[config.mk]
export PLATFORM = sky130hd
export DESIGN_NAME = input_conditioner
export DESIGN_NICKNAME = d
export VERILOG_FILES = /design/src/rtl/input_conditioner_pkg.sv /design/src/rtl/input_conditioner_debouncer.sv /design/src/rtl/input_conditioner.sv
export SDC_FILE = /design/constraint.sdc
export NUM_CORES = 1
export LEC_CHECK = 0
export ABC_CLOCK_PERIOD_IN_PS = 2800
export CORE_MARGIN = 1
export CORE_UTILIZATION = 40
export CTS_CLUSTER_DIAMETER = 100
export DETAILED_ROUTE_END_ITERATION = 10
export GPL_TIMING_DRIVEN = 0
export MAX_ROUTING_LAYER = met4
export SLEW_MARGIN = 20
export SYNTH_ARGS = -nofsm -noshare
export SYNTH_HDL_FRONTEND = slang
export SYNTH_SLANG_ARGS = --single-unit
[constraint.sdc]
create_clock -name clk -period 2.8 [get_ports clk]
set_clock_uncertainty 0.05 [all_clocks]
set_input_delay 0.7 -clock clk [delete_from_list [all_inputs] [get_ports clk]]
set_output_delay 0.7 -clock clk [all_outputs]
set_load 0.05 [all_outputs]
[src/rtl/input_conditioner_pkg.sv]
// ----------------------------------------------------------------------------
// input_conditioner_pkg
//
// Shared definitions for the input conditioner slice:
//   - deb_state_e          : debounce FSM state encoding used by debouncer
//   - DEF_DEBOUNCE_CYCLES  : default stable-cycle count before a new level is
//                            accepted (50000 cycles = 1 ms at 50 MHz)
//   - DEF_TICK_DIV         : default clk cycles between enable pulses
//                            (50000000 cycles = 1 s at 50 MHz)
// ----------------------------------------------------------------------------
package input_conditioner_pkg;

    typedef enum logic [1:0] {
        STABLE_LO = 2'd0,
        WAIT_HI   = 2'd1,
        STABLE_HI = 2'd2,
        WAIT_LO   = 2'd3
    } deb_state_e;

    localparam int DEF_DEBOUNCE_CYCLES = 50000;
    localparam int DEF_TICK_DIV        = 50000000;

endpackage : input_conditioner_pkg

[src/rtl/input_conditioner_debouncer.sv]
// ----------------------------------------------------------------------------
// debouncer
//
// Brings one raw asynchronous input into the clk domain through a 2-flop
// synchronizer, then filters it with a 4-state debounce FSM. A new level is
// accepted only after the synchronized input has shown it for
// DEBOUNCE_CYCLES consecutive cycles; any reversion during the wait returns
// to the previous stable state without touching the output.
//
// Latency: a raw change that stays put is reflected on 'level' exactly
// 2 + DEBOUNCE_CYCLES rising edges later (2 synchronizer edges, then
// DEBOUNCE_CYCLES FSM edges, the first of which is the STABLE->WAIT step).
//
// Parameters
//   DEBOUNCE_CYCLES : consecutive stable synchronized cycles required (>= 2)
//
// Ports
//   clk   : system clock, rising edge
//   rst   : asynchronous reset, active low
//   raw   : raw asynchronous input
//   level : debounced level, registered
// ----------------------------------------------------------------------------
module debouncer
    import input_conditioner_pkg::*;
#(
    parameter int DEBOUNCE_CYCLES = DEF_DEBOUNCE_CYCLES
) (
    input  logic clk,
    input  logic rst,
    input  logic raw,
    output logic level
);

    localparam int CNT_W = $clog2(DEBOUNCE_CYCLES);

    // The STABLE->WAIT transition cycle already counts as the first stable
    // cycle, so the wait ends when the counter has seen DEBOUNCE_CYCLES-2
    // further increments and the input still holds on the next edge.
    localparam logic [CNT_W-1:0] CNT_LAST = CNT_W'(DEBOUNCE_CYCLES - 2);

    logic             meta_p0;
    logic             sync_p1;
    deb_state_e       state;
    logic [CNT_W-1:0] cnt;

    // ---- stage p0/p1: two-flop synchronizer ----
    always_ff @(posedge clk or negedge rst) begin
        if (!rst) begin
            meta_p0 <= 1'b0;
            sync_p1 <= 1'b0;
        end else begin
            meta_p0 <= raw;
            sync_p1 <= meta_p0;
        end
    end

    // ---- stage p2: debounce FSM with registered level ----
    always_ff @(posedge clk or negedge rst) begin
        if (!rst) begin
            state <= STABLE_LO;
            cnt   <= '0;
            level <= 1'b0;
        end else begin
            case (state)
                STABLE_LO: begin
                    if (sync_p1) begin
                        state <= WAIT_HI;
                        cnt   <= '0;
                    end
                end

                WAIT_HI: begin
                    if (!sync_p1) begin
                        state <= STABLE_LO;
                        cnt   <= '0;
                    end else if (cnt == CNT_LAST) begin
                        state <= STABLE_HI;
                        cnt   <= '0;
                        level <= 1'b1;
                    end else begin
                        cnt <= cnt + 1'b1;
                    end
                end

                STABLE_HI: begin
                    if (!sync_p1) begin
                        state <= WAIT_LO;
                        cnt   <= '0;
                    end
                end

                WAIT_LO: begin
                    if (sync_p1) begin
                        state <= STABLE_HI;
                        cnt   <= '0;
                    end else if (cnt == CNT_LAST) begin
                        state <= STABLE_LO;
                        cnt   <= '0;
                        level <= 1'b0;
                    end else begin
                        cnt <= cnt + 1'b1;
                    end
                end

                default: begin
                    state <= STABLE_LO;
                    cnt   <= '0;
                    level <= 1'b0;
                end
            endcase
        end
    end

endmodule : debouncer

[src/rtl/input_conditioner.sv]
// ----------------------------------------------------------------------------
// input_conditioner
//
// Conditions a run/stop push-button and a direction switch for a downstream
// counter. Each raw input is synchronized and debounced by its own debouncer.
// Every accepted press of the button toggles run/stop; while running, a
// divider produces a one-cycle enable pulse every TICK_DIV clk cycles.
//
// Timing (relative to the edge where run_o rises): first enable_o pulse is
// TICK_DIV edges later, then every TICK_DIV edges. Stopping clears the
// divider; a stop that lands on the terminal-count edge swallows that pulse.
//
// Parameters
//   DEBOUNCE_CYCLES : stable synchronized cycles to accept a level (>= 2)
//   TICK_DIV        : clk cycles between enable pulses while running (>= 2)
//
// Ports
//   clk      : system clock, rising edge
//   rst      : asynchronous reset, active low
//   btn_i    : raw run/stop push-button, high = pressed
//   dir_sw_i : raw direction switch
//   enable_o : one-cycle count-enable pulse
//   dir_o    : debounced direction level
//   run_o    : run/stop status, 1 = running
// ----------------------------------------------------------------------------
module input_conditioner
    import input_conditioner_pkg::*;
#(
    parameter int DEBOUNCE_CYCLES = DEF_DEBOUNCE_CYCLES,
    parameter int TICK_DIV        = DEF_TICK_DIV
) (
    input  logic clk,
    input  logic rst,
    input  logic btn_i,
    input  logic dir_sw_i,
    output logic enable_o,
    output logic dir_o,
    output logic run_o
);

    localparam int                TICK_W    = $clog2(TICK_DIV);
    localparam logic [TICK_W-1:0] TICK_LAST = TICK_W'(TICK_DIV - 1);

    logic              btn_level;
    logic              btn_level_d;
    logic              btn_rise;
    logic              stop_req;
    logic              tick_last;
    logic [TICK_W-1:0] tick_cnt;

    debouncer #(
        .DEBOUNCE_CYCLES (DEBOUNCE_CYCLES)
    ) u_btn_deb (
        .clk   (clk),
        .rst   (rst),
        .raw   (btn_i),
        .level (btn_level)
    );

    debouncer #(
        .DEBOUNCE_CYCLES (DEBOUNCE_CYCLES)
    ) u_dir_deb (
        .clk   (clk),
        .rst   (rst),
        .raw   (dir_sw_i),
        .level (dir_o)
    );

    // The debounced level only rises on STABLE_HI entry, so a rising edge of
    // it marks exactly one accepted press; releases never produce a pulse.
    assign btn_rise  = btn_level & ~btn_level_d;
    assign stop_req  = btn_rise & run_o;
    assign tick_last = (tick_cnt == TICK_LAST);

    // ---- stage p3: run toggle, tick divider and enable pulse ----
    always_ff @(posedge clk or negedge rst) begin
        if (!rst) begin
            btn_level_d <= 1'b0;
            run_o       <= 1'b0;
            tick_cnt    <= '0;
            enable_o    <= 1'b0;
        end else begin
            btn_level_d <= btn_level;
            run_o       <= run_o ^ btn_rise;

            // A stop on the terminal-count edge wins over the pulse.
            enable_o <= run_o & ~stop_req & tick_last;

            // Divider idles at 0 when stopped so the first pulse after a
            // start arrives a full TICK_DIV cycles after run_o rises.
            if (!run_o || stop_req || tick_last) begin
                tick_cnt <= '0;
            end else begin
                tick_cnt <= tick_cnt + 1'b1;
            end
        end
    end

endmodule : input_conditioner

==> flow_summary_export.csv, run 1 <==
group,metric,value,unit
timing,slew_headroom,51.82,%
clock_network,clock-sinks,71,
timing,setup_viol,0,
global_routing,grt_pass1_wl,11830,um
timing,fin_setup_tns,0,ns
min_path,holdCritPathClass,"in2async",
die,placementRows,33,
die,dieHeight,95.87,um
clock_network,clkLatencyLatePin,0.35,ns
routing,viasPerCell,5.433,
flow_run,maxCapViolations,0,
power,p_per_area,603.8,nW/um2
clock_network,cts_made_buffers,9,
global_routing,grt_pass1_vias,2470,
clock_network,cts_resized,0,
outcome,status,"complete, no violations",
timing,period_share,81.25,%
power,comb_power_share,15.0,%
critical_path,crit_path_max_fanout,3,
logic_synthesis,syn_inst,364,
global_routing,gr-total-overflow,0,
routing,detail_route.iter0.violations,130,
routing,dr.pass1.iters,4,
clock_network,hold_buffers,0,
critical_path,cp_num_buf_inv,1,
placement,io_buffers,6,
final_layout,nNetsFinal,392,
clock_network,cts_tree,"built",
final_layout,final_cell_mix,"dfrtp_1 (71), nor2_1 (44), nand2_1 (32)",
logic_synthesis,yosysWarnings,0,
power,power.net_switching,690.2,uW
global_routing,antenna_found_initial,0,
timing,slew_violations,0,
critical_path,crit_path_top_delay_cell,"clkdlybuf4s50_1",
timing,period_needed,2.275,ns
routing,drc,0,
die,io-pin-count,7,
final_layout,reg.largest.list,"tick_cnt (26), u_btn_deb.cnt (16), u_dir_deb.cnt (16)",
placement,pre_cts_slack,0.5888,ns
logic_synthesis,netlist_area,3525,um2
routing,wl,6690,um
critical_path,crit_family,"buffers and inverters",
final_layout,final_common_cell,"dfrtp_1",
critical_path,max_stage_delay,0.81,ns
die,dieArea,9191,um2
critical_path,worstPathArrival,1.52,ns
final_layout,largest_register_ffs,26,
logic_synthesis,synth_top_flop_cell,"dfrtp_1",
final_layout,syn_to_final_growth,12.42,%
clock_network,cts_buffer_depth,2,
power,seqPwrFrac,46.9,%
clock_network,clk_pin_slew_worst_paths,0.08,ns
placement,place_hpwl,4514,um
clock_network,cts-root-buf,"clkbuf_8",
final_layout,regMostFlops,"tick_cnt",
logic_synthesis,synth_cell_types,50,
placement,gp_congestion,0.7697,
clock_network,post_cts_buffers,0,
global_routing,grt_max_degree,53,
power,p_sw_share,28.85,%
logic_synthesis,seq_area_frac_synth,50.41,%
timing,worstMarginPinSlew,0.7171,ns
routing,wl_per_cell,13.60,um
timing,setup_ws,0.5250,ns
routing,vias,2673,
power,pwr-share-clk,38.1,%
logic_synthesis,syn_nets,374,
timing,fmax,0.4396,GHz
power,cellInternalPower,1702,uW
critical_path,critical_path_class,"reg2out",
critical_path,cp-start-kind,"register",
final_layout,drive_gt1_share,8.269,%
logic_synthesis,synth-edff-count,0,
critical_path,endpoint_kind,"primary output",
timing,rsz0062_at_grt,"false",
logic_synthesis,avgSynthCellArea,9.683,um2
timing,hold_viol,0,
power,peakVddDrop,296.3,uV
logic_synthesis,ys_ff_latch,71,
clock_network,h-tree-depth,3,
global_routing,track_usage,17.38,%
critical_path,crit_chain,"clkdlybuf4s50_1",
routing,ant_nets,0,
final_layout,n_antenna_cell,0,
die,initial_core_util,42.05,%
die,core_area,8382,um2
die,die_w,95.87,um
final_layout,fillerInstances,787,
critical_path,required,2.05,ns
logic_synthesis,async_flop_share,100.0,%
power,p_leak,0.001681,uW
[per-stage QoR]
stage	total power, uW	hold slack [ns]	instance area (um2)	std cells	util [%]
3_3_place_gp	1492	0.2848	3716	475	44.34
5_1_grt	2520	0.1786	3963	492	47.28
2_1_floorplan	1387	0.2812	3525	364	-
4_1_cts	2429	0.1748	3963	492	47.28
6_report	2393	0.1780	3963	492	47.28
3_5_place_dp	1501	0.2847	3741	476	44.63
[final cells by class]
| type | instances | area, um2 | share of cell area (%) |
|---|---|---|---|
| buffer | 12 | 60.06 | 1.516 |
| multi-input combinational | 270 | 1647 | 41.55 |
| sequential | 71 | 1777 | 44.84 |
| tap | 105 | 131.4 | 3.315 |
| inverter | 11 | 41.29 | 1.042 |
| clock inverter | 7 | 97.59 | 2.463 |
| timing repair buffer | 7 | 85.08 | 2.147 |
| clock buffer | 9 | 123.9 | 3.126 |
[per-layer routing]
layer	global-route usage [%]	wire length [um]	vias up
met2	25.12	3007	45
met1	23.33	3396	1280
met4	5.970	60	0
met5	-	0	-
met3	5.055	225	6
li1	-	-	1342
[cells by family after synthesis]
group / after synthesis / share of synthesized area [%]
AOI/OAI and AO/OA: 68 / 12.18
xor gates and xnor gates: 26 / 6.461
adders and majority gates: 6 / 2.130
buffers and inverters: 23 / 2.875
DFF: 71 / 50.41
muxes: 2 / 0.7099
and+or+nand+nor: 168 / 25.24
[power groups by stage]
stage	clock [uW]	combinational [uW]	sequential, uW
after global placement	0	353	1140
final	912	359	1120
after CTS	944	365	1120
after global routing	984	406	1130
after floorplan	0	258	1130
after detailed placement	0	361	1140
[synth_stat cells, drive strengths merged, types with 2 or more instances]
cell,count,share of area (%)
dfrtp,71,50
nor2,44,4.7
nand2,33,3.6
nand3,23,3.3
xor2,20,5.0
a31oi,18,3.2
o21ai,16,2.3
a21oi,15,2.1
nand4,15,2.7
inv,11,1.2
and3,9,1.6
buf,8,1.3
nor3,7,0.99
or3,7,1.2
ha,6,2.1
xnor2,6,1.5
a21o,5,1.1
and2,4,0.71
and4,4,0.99
clkbuf,4,0.43
nand2b,4,0.71
nor4,4,1.3
or2,4,0.71
a41oi,3,0.75
a211o,2,0.50
a22o,2,0.50
a2bb2oi,2,0.50
nor4b,2,0.50
or4b,2,0.67
[final timing paths]
check | from | cells after the start | to | slack, ns
max reg2reg | u_btn_deb.cnt[0]$_DFFE_PN0P_ | 8 | u_btn_deb.cnt[7]$_DFFE_PN0P_ | 0.56
max in group asynchronous | rst | 2 | u_dir_deb.cnt[13]$_DFFE_PN0P_ | 1.99
min | rst | 1 | u_dir_deb.cnt[3]$_DFFE_PN0P_ | 0.18
min in group clk | u_btn_deb.meta_p0$_DFF_PN0_ | 0 | u_btn_deb.sync_p1$_DFF_PN0_ | 0.30
min reg2reg | u_btn_deb.meta_p0$_DFF_PN0_ | 0 | u_btn_deb.sync_p1$_DFF_PN0_ | 0.30
max | u_dir_deb.level$_DFFE_PN0P_ | 1 | dir_o | 0.53
Power figures use the tool's default switching activity.
==> run 2: changes to the inputs <==
--- a/config.mk
+++ b/config.mk
@@ -5,7 +5,7 @@
 export SDC_FILE = /design/constraint.sdc
 export NUM_CORES = 1
 export LEC_CHECK = 0
-export ABC_CLOCK_PERIOD_IN_PS = 2800
+export ABC_CLOCK_PERIOD_IN_PS = 2300
 export CORE_MARGIN = 1
 export CORE_UTILIZATION = 40
 export CTS_CLUSTER_DIAMETER = 100
==> constraint.sdc (replaced) <==
create_clock -name clk -period 2.3 [get_ports clk]
set_clock_uncertainty 0.05 [all_clocks]
set_input_delay 0.575 -clock clk [delete_from_list [all_inputs] [get_ports clk]]
set_output_delay 0.575 -clock clk [all_outputs]
set_load 0.05 [all_outputs]
==> flow_summary_export.csv, run 2 (synthesis gave the netlist of run 1 again) <==
group,metric,value,unit
routing,drc,0,
clock_network,h-tree-depth,3,
die,io-pin-count,7,
die,die_w,95.87,um
clock_network,cts-root-buf,"clkbuf_8",
final_layout,final_common_cell,"dfrtp_1",
placement,pre_cts_slack,0.08876,ns
global_routing,grt_pass1_vias,2470,
die,initial_core_util,42.05,%
min_path,holdCritPathClass,"in2async",
timing,hold_viol,0,
critical_path,cp-start-kind,"register",
timing,fin_setup_tns,0,ns
global_routing,grt_pass1_wl,11830,um
die,placementRows,33,
clock_network,clkLatencyLatePin,0.35,ns
critical_path,required,1.67,ns
placement,dp_cells,476,
final_layout,syn_to_final_growth,12.67,%
global_routing,antenna_found_initial,0,
final_layout,instances_no_fill,492,
global_routing,gr-max-usage-layer,"met2",
timing,slew_violations,0,
timing,rsz0062_at_grt,"false",
critical_path,reg2reg_from,"tick_cnt[8]$_DFF_PN0_",
placement,gp_congestion,0.7697,
clock_network,clock-sinks,71,
timing,setup_ws,0.1499,ns
critical_path,worstPathArrival,1.53,ns
die,core_area,8382,um2
timing,fmax,0.4651,GHz
routing,dr.pass1.iters,4,
final_layout,reg.largest.list,"tick_cnt (26), u_btn_deb.cnt (16), u_dir_deb.cnt (16)",
outcome,status,"complete, no violations",
critical_path,max_stage_delay,0.81,ns
routing,viasPerCell,5.433,
critical_path,endpoint_kind,"primary output",
timing,slew_headroom,51.90,%
power,peakVddDrop,360.2,uV
die,dieArea,9191,um2
timing,setup_viol,0,
final_layout,final_cell_mix,"dfrtp_1 (70), nor2_1 (43), nand2_1 (32)",
final_layout,n_antenna_cell,0,
final_layout,largest_register_ffs,26,
placement,io_buffers,6,
final_layout,regMostFlops,"tick_cnt",
routing,ant_nets,0,
final_layout,drive_gt1_share,8.786,%
final_layout,nNetsFinal,392,
flow_run,maxCapViolations,0,
global_routing,track_usage,17.38,%
global_routing,grtUsageMet1,23.33,%
routing,wl,6730,um
die,dieHeight,95.87,um
critical_path,crit_family,"buffers and inverters",
critical_path,critical_path_depth,1,
global_routing,met3_usage,5.055,%
clock_network,cts_made_buffers,9,
timing,period_needed,2.150,ns
placement,place_hpwl,4514,um
power,p_per_area,734.4,nW/um2
critical_path,critPathLaunch,"u_dir_deb.level$_DFFE_PN0P_",
global_routing,grt_use_met2,25.12,%
critical_path,crit_chain,"clkdlybuf4s50_1",
routing,vias,2673,
clock_network,clk_pin_slew_worst_paths,0.08,ns
timing,worstMarginPinSlew,0.7160,ns
final_layout,fillerInstances,786,
timing,period_share,93.48,%
clock_network,cts_buffer_depth,2,
critical_path,cp_num_buf_inv,1,
clock_network,post_cts_buffers,0,
routing,wl_per_cell,13.68,um
critical_path,reg2reg_depth,7,
critical_path,crit_path_max_fanout,3,
power,p_leak,0.001683,uW
critical_path,critical_path_class,"reg2out",
critical_path,crit_path_top_delay_cell,"clkdlybuf4s50_1",
clock_network,cts_tree,"built",
routing,detail_route.iter0.violations,132,
power,p_total,2916,uW
global_routing,gr-total-overflow,0,
global_routing,grt_max_degree,53,
-- run 2: changes by cell type in the layout (fill, tap and decap cells not counted) --
| cell | before | now |
|---|---|---|
| buf_2 | 6 | 4 |
| nor2_2 | 0 | 1 |
| dfrtp_2 | 0 | 1 |
| nor2_1 | 44 | 43 |
| buf_4 | 1 | 3 |
| dfrtp_1 | 71 | 70 |
-- run 2: timing repair --
item | in CTS | in global routing
endpoints found under the setup margin | 0 | 29
resized for setup | 0 | 6
hold buffers | 0 | 0
-- run 2: power by group --
part	leakage [uW]	internal [uW]	switching [uW]	total [uW]
combinational	0.000606	165	275	440
sequential	0.000971	1300	67.0	1370
clock	0.000105	612	499	1110
-- run 2: per-layer routing --
metal	routed length [um]	share of wire, %
met5	0	0
met3	173	2.6
met4	60	0.89
met1	3476	52
met2	3020	45
-- run 2: path summary, 6_finish.rpt --
| path | slack [ns] | to |
|---|---|---|
| min in group clk | 0.30 | u_btn_deb.sync_p1$_DFF_PN0_ |
| worst max register to register | 0.17 | tick_cnt[17]$_DFF_PN0_ |
| max in group asynchronous | 1.61 | u_dir_deb.cnt[13]$_DFFE_PN0P_ |
| worst min register to register | 0.30 | u_btn_deb.sync_p1$_DFF_PN0_ |
| worst min-delay path | 0.05 | u_dir_deb.cnt[3]$_DFFE_PN0P_ |
| worst max-delay path | 0.15 | dir_o |
-- run 2: area by class of cell --
class,count,area [um2],area share [%]
Buffer,12,65.06,1.638
Clock buffer,9,123.9,3.119
Clock inverter,7,97.59,2.457
Inverter,11,41.29,1.040
Multi-Input combinational cell,270,1649,41.52
Sequential cell,71,1778,44.77
Tap cell,105,131.4,3.308
Timing Repair Buffer,7,85.08,2.142
-- run 2: stage by stage --
step                      util [%]  instance area, um2  hold slack (ns)
after CTS                    47.28                3963          0.04977
final                        47.38                3971          0.05285
after global placement       44.34                3716           0.2848
after floorplan                  -                3525           0.2294
after detailed placement     44.63                3741           0.2847
after global routing         47.38                3971          0.05362
